## src/rtl/uart_receiver.sv

```systemverilog
// 8N1 UART receiver: two-flop synchronizer, mid-bit sampling, stop-bit check and a
// single-entry valid/ready output register with overrun and framing-error pulses.
module uart_receiver #(
  parameter int unsigned BAUD_DIVISOR = 234
) (
  input  logic       clk,
  input  logic       reset,
  input  logic       uart_rx,
  output logic [7:0] rx_data,
  output logic       rx_valid,
  input  logic       rx_ready,
  output logic       frame_err,
  output logic       overrun
);

  localparam int unsigned HALF_DIV = BAUD_DIVISOR / 2;
  localparam logic [15:0] BaudLast = 16'(BAUD_DIVISOR - 1);
  localparam logic [15:0] HalfLast = 16'(HALF_DIV - 1);

  typedef enum logic [2:0] {
    StIdle     = 3'd0,
    StStart    = 3'd1,
    StData     = 3'd2,
    StStop     = 3'd3,
    StWaitIdle = 3'd4
  } state_e;

  state_e      state_q, state_d;
  logic        sync1_q, sync2_q;
  logic [15:0] cnt_q, cnt_d;
  logic [2:0]  bit_idx_q, bit_idx_d;
  logic [7:0]  shift_q, shift_d;
  logic [7:0]  rx_data_q, rx_data_d;
  logic        rx_valid_q, rx_valid_d;
  logic        frame_err_q, frame_err_d;
  logic        overrun_q, overrun_d;
  logic        deliver;

  // Frame FSM: all decisions are taken on the synchronized line only.
  always_comb begin
    state_d     = state_q;
    cnt_d       = cnt_q;
    bit_idx_d   = bit_idx_q;
    shift_d     = shift_q;
    deliver     = 1'b0;
    frame_err_d = 1'b0;
    case (state_q)
      StIdle: begin
        if (!sync2_q) begin
          state_d = StStart;
          cnt_d   = '0;
        end
      end
      StStart: begin
        if (cnt_q == HalfLast) begin
          cnt_d = '0;
          if (!sync2_q) begin
            state_d   = StData;
            bit_idx_d = '0;
          end else begin
            state_d = StIdle;
          end
        end else begin
          cnt_d = cnt_q + 16'd1;
        end
      end
      StData: begin
        if (cnt_q == BaudLast) begin
          cnt_d     = '0;
          shift_d   = {sync2_q, shift_q[7:1]};
          bit_idx_d = bit_idx_q + 3'd1;
          if (bit_idx_q == 3'd7) begin
            state_d = StStop;
          end
        end else begin
          cnt_d = cnt_q + 16'd1;
        end
      end
      StStop: begin
        if (cnt_q == BaudLast) begin
          cnt_d = '0;
          if (sync2_q) begin
            deliver = 1'b1;
            state_d = StIdle;
          end else begin
            frame_err_d = 1'b1;
            state_d     = StWaitIdle;
          end
        end else begin
          cnt_d = cnt_q + 16'd1;
        end
      end
      StWaitIdle: begin
        if (sync2_q) begin
          state_d = StIdle;
        end
      end
      default: begin
        state_d = StIdle;
        cnt_d   = '0;
      end
    endcase
  end

  // Output register: a delivery on the consume edge wins and is not an overrun.
  always_comb begin
    rx_data_d  = rx_data_q;
    rx_valid_d = rx_valid_q;
    overrun_d  = 1'b0;
    if (rx_valid_q && rx_ready) begin
      rx_valid_d = 1'b0;
    end
    if (deliver) begin
      rx_data_d  = shift_q;
      rx_valid_d = 1'b1;
      overrun_d  = rx_valid_q && !rx_ready;
    end
  end

  always_ff @(posedge clk) begin
    if (reset) begin
      sync1_q     <= 1'b1;
      sync2_q     <= 1'b1;
      state_q     <= StIdle;
      cnt_q       <= '0;
      bit_idx_q   <= '0;
      shift_q     <= '0;
      rx_data_q   <= 8'h00;
      rx_valid_q  <= 1'b0;
      frame_err_q <= 1'b0;
      overrun_q   <= 1'b0;
    end else begin
      sync1_q     <= uart_rx;
      sync2_q     <= sync1_q;
      state_q     <= state_d;
      cnt_q       <= cnt_d;
      bit_idx_q   <= bit_idx_d;
      shift_q     <= shift_d;
      rx_data_q   <= rx_data_d;
      rx_valid_q  <= rx_valid_d;
      frame_err_q <= frame_err_d;
      overrun_q   <= overrun_d;
    end
  end

  assign rx_data   = rx_data_q;
  assign rx_valid  = rx_valid_q;
  assign frame_err = frame_err_q;
  assign overrun   = overrun_q;

endmodule

```

## config.mk

```make
export PLATFORM = sky130hd
export DESIGN_NAME = uart_receiver
export DESIGN_NICKNAME = d
export VERILOG_FILES = /design/src/rtl/uart_receiver.sv
export SDC_FILE = /design/constraint.sdc
export NUM_CORES = 1
export LEC_CHECK = 0
export BUFFER_PORTS_ARGS = -buffer_cell sky130_fd_sc_hd__buf_2
export CORE_MARGIN = 2
export CORE_UTILIZATION = 32
export CTS_CLUSTER_DIAMETER = 100
export DETAILED_ROUTE_END_ITERATION = 12
export GPL_TIMING_DRIVEN = 0
export SLEW_MARGIN = 10
export SYNTH_ARGS = -nofsm -noshare
export SYNTH_HDL_FRONTEND = slang
export SYNTH_SLANG_ARGS = --single-unit
export TNS_END_PERCENT = 5
```

## constraint.sdc

```tcl
create_clock -name clk -period 2.1 [get_ports clk]
set_clock_uncertainty 0.15 [all_clocks]
set_input_delay 0.42 -clock clk [delete_from_list [all_inputs] [get_ports clk]]
set_output_delay 0.42 -clock clk [all_outputs]
set_load 0.005 [all_outputs]
```

==> impl_metrics.py <==
metrics = {
    "outcome": {
        "outcome": "completed",
    },
    "floorplan": {
        "core_sq_um": 6310,
        "dieWidth_um": 84.4,
        "die_area_sq_um": 7120,
        "num_rows": 29,
        "io_pins": 15,
        "chipHeight_um": 84.4,
        "start_util_pct": 32.7,
    },
    "timing": {
        "slew_viol_final": 0,
        "period_share_pct": 97.7,
        "tns_ps": 0,
        "setup_viol": 0,
        "worst_pin_slew_ps": 931,
        "rsz0062_at_grt": "true",
        "fmax_ghz": 0.488,
        "hold_viol_final": 0,
        "max_slew_margin_pct": 37.4,
        "finalCriticalPeriod_ps": 2050,
    },
    "layout": {
        "drive_gt1_share_pct": 19.6,
        "syn_to_final_growth_pct": 16.5,
        "regArea_sq_um": 862,
        "diodes": 0,
        "fillCellCount": 629,
        "multiInputGateArea_sq_um": 1170,
        "fin_nets": 258,
    },
    "yosys": {
        "synthTopCellsByArea": "dfxtp_1 (42%), mux2i_1 (9.7%), nor2_1 (6.0%)",
        "yosysMostFrequentCell": "dfxtp_1",
        "synth_flop_cell": "dfxtp_1",
        "synth_edf_count": 0,
        "ys_ff_latch": 43,
        "yosysWarnings": 0,
        "syn_area_sq_um": 2070,
        "avgSynthCellArea_sq_um": 9.11,
        "yosys.area.top_type": "dfxtp_1",
        "syn_inst": 227,
        "async_flop_share_pct": 0,
        "synth_top_area_share_pct": 41.6,
        "syn-num-nets": 236,
        "synth_cell_type_count": 41,
        "ys_top_cells_by_count": "dfxtp_1 (43), nor2_1 (33), mux2i_1 (20)",
        "yosysSeqAreaShare_pct": 41.6,
    },
    "clock_network": {
        "cts_buffers": 5,
        "htreeDepth": 2,
        "cts_hold_buf": 0,
        "cts_tree": "built",
        "clock_latency_ps": 300,
        "clockBufferDepth": 2,
        "numClockSinks": 43,
        "path_clk_slew_ps": 80,
        "root_buffer": "clkbuf_8",
    },
    "drt": {
        "wl_per_cell_um": 12.8,
        "dr.pass1.iters": 4,
        "num_vias": 1639,
        "via_per_inst": 5.01,
        "drtIter0Drc": 132,
        "wirelength_mm": 4.19,
        "route.detailed.drc": 0,
        "ant_nets": 0,
    },
    "worst_setup_path": {
        "endpoint_kind": "flop",
        "reg2reg_from": "cnt_q[1]$_SDFFE_PP0P_",
        "arrival_ps": 2080,
        "worstPathRequired_ps": 2130,
        "worstSetupStartpoint": "cnt_q[1]$_SDFFE_PP0P_",
        "path_class": "reg -> reg",
        "startpoint_type": "flop",
        "path_max_fanout": 10,
    },
    "power_and_ir_drop": {
        "sequentialPowerShare_pct": 53.0,
        "total_power_uw": 1550,
        "pwr-share-clk_pct": 43.1,
        "power.share.switching_pct": 22.4,
        "p_switching_uw": 347,
        "combPwrFrac_pct": 3.9,
        "internal_power_uw": 1200,
        "vdd_ir_drop_max_uv": 314,
        "powerDensity_nw_per_um2": 643,
        "cellLeakagePower_uw": 0.000971,
    },
    "grt": {
        "track_usage_pct": 12.6,
        "first_global_vias": 1539,
        "grt_max_degree": 16,
        "grt_pass1_wl_mm": 7.32,
        "grt-ovfl-total": 0,
        "antenna_found_initial": 0,
    },
    "place": {
        "place.detailed.hpwl_mm": 2.93,
        "portBuffers": 14,
        "gp_congestion": 0.814,
    },
    "job": {
        "maxCapViolCount": 0,
    },
    "hold_path": {
        "hold_start": "uart_rx",
        "hold_path_class": "in -> reg",
    },
}
[path summary, 6_finish.rpt]
kind | depth (start not counted) | slack, ps | end
worst min register to register | 1 | 270 | sync2_q$_SDFF_PP1_
worst max register to register | 8 | 50 | shift_q[1]$_SDFFE_PP0P_
worst min-delay path | 2 | 160 | sync1_q$_SDFF_PP1_
worst max-delay path | 8 | 50 | shift_q[1]$_SDFFE_PP0P_
[critical path, cell delays in order, from the launching register on]
cell     delay [ps]
dfxtp_1         350
inv_1            90
ha_1            150
nor3b_2         190
nand4_1         170
or3_4           430
buf_4           200
mux2i_1         150
nor2_1           50
[through the flow]
| step | hold slack [ps] | instance area [sq um] | cells | utilization, % | setup WS (ps) |
|---|---|---|---|---|---|
| CTS | 164 | 2380 | 327 | 37.6 | 19.6 |
| detailed placement | 253 | 2240 | 318 | 35.5 | -145 |
| finish | 161 | 2410 | 327 | 38.1 | 48.9 |
| floorplan | 239 | 2070 | 227 | - | 165 |
| global route | 164 | 2410 | 327 | 38.1 | -70.3 |
| global placement | 245 | 2230 | 318 | 35.4 | -157 |
[cells in the final DEF (no fill, tap or decap), types with 2 or more instances in the layout]
master / synthesis / layout
dfxtp_1: 43 / 42
nand3b_1: 5 / 5
a21oi_1: 7 / 6
clkbuf_1: 5 / 5
buf_4: 2 / 4
and4_1: 3 / 3
nor3_1: 2 / 2
nand2b_1: 7 / 7
or2_2: 3 / 3
clkbuf_8: 0 / 5
o32ai_1: 2 / 2
nand3_1: 11 / 11
mux2i_1: 20 / 20
nand4_1: 5 / 5
nor2b_1: 3 / 3
nand2_1: 19 / 19
a22o_1: 5 / 5
inv_1: 6 / 6
and4_4: 2 / 2
and4bb_2: 2 / 2
or4_1: 2 / 2
nor2_1: 33 / 33
xnor2_1: 2 / 2
ha_1: 5 / 5
buf_2: 5 / 17
nor4_2: 1 / 3
a31oi_1: 4 / 4
a21o_1: 4 / 4
and3_1: 2 / 2
nor4_4: 1 / 2
[power groups by stage]
stage	clock network, uW	logic (uW)	registers, uW
5_1_grt	725	67.5	822
6_report	667	60.6	821
4_1_cts	683	60.3	821
3_3_place_gp	0	57.8	840
2_1_floorplan	0	40.9	839
3_5_place_dp	0	59.0	840
[routing by layer]
metal / GRT usage (%) / wire [um] / share of wire, %
met1: 17.1 / 2180 / 52
met2: 19.6 / 1820 / 43
met3: 3.24 / 140 / 3.3
met4: 3.90 / 48 / 1.1
met5: 0 / 0 / 0
[layout make-up]
cell class / instances / share of cell area [%]
buffer: 12 / 2.81
clock buffer: 5 / 2.86
clock inverter: 3 / 1.97
inverter: 6 / 0.935
multi-input combinational: 166 / 48.4
sequential: 43 / 35.8
tap: 77 / 4.00
timing repair buffer: 15 / 3.22
[what timing repair did]
item	in CTS	in global routing
endpoints found under the setup margin	29	25
pin swaps	2	3
buffers inserted	1	0
gates resized for setup	4	7
[cells by family after synthesis]
kind of cell	share of synthesized area, %
xor gates and xnor gates	0.848
buffers and inverters	3.93
muxes	9.69
AOI/OAI and AO/OA	11.4
adders and majority gates	3.03
and+or+nand+nor	29.5
DFF	41.6
[flip-flops by register name, indices dropped and copies added (netlist names)]
name and count:
cnt_q 16, rx_data 8, sync1_q 1, rx_valid 1, sync2_q 1, overrun 1
frame_err 1, shift_q 8, state_q 3, bit_idx_q 3
Note: power is estimated with default switching activity, not from simulation.
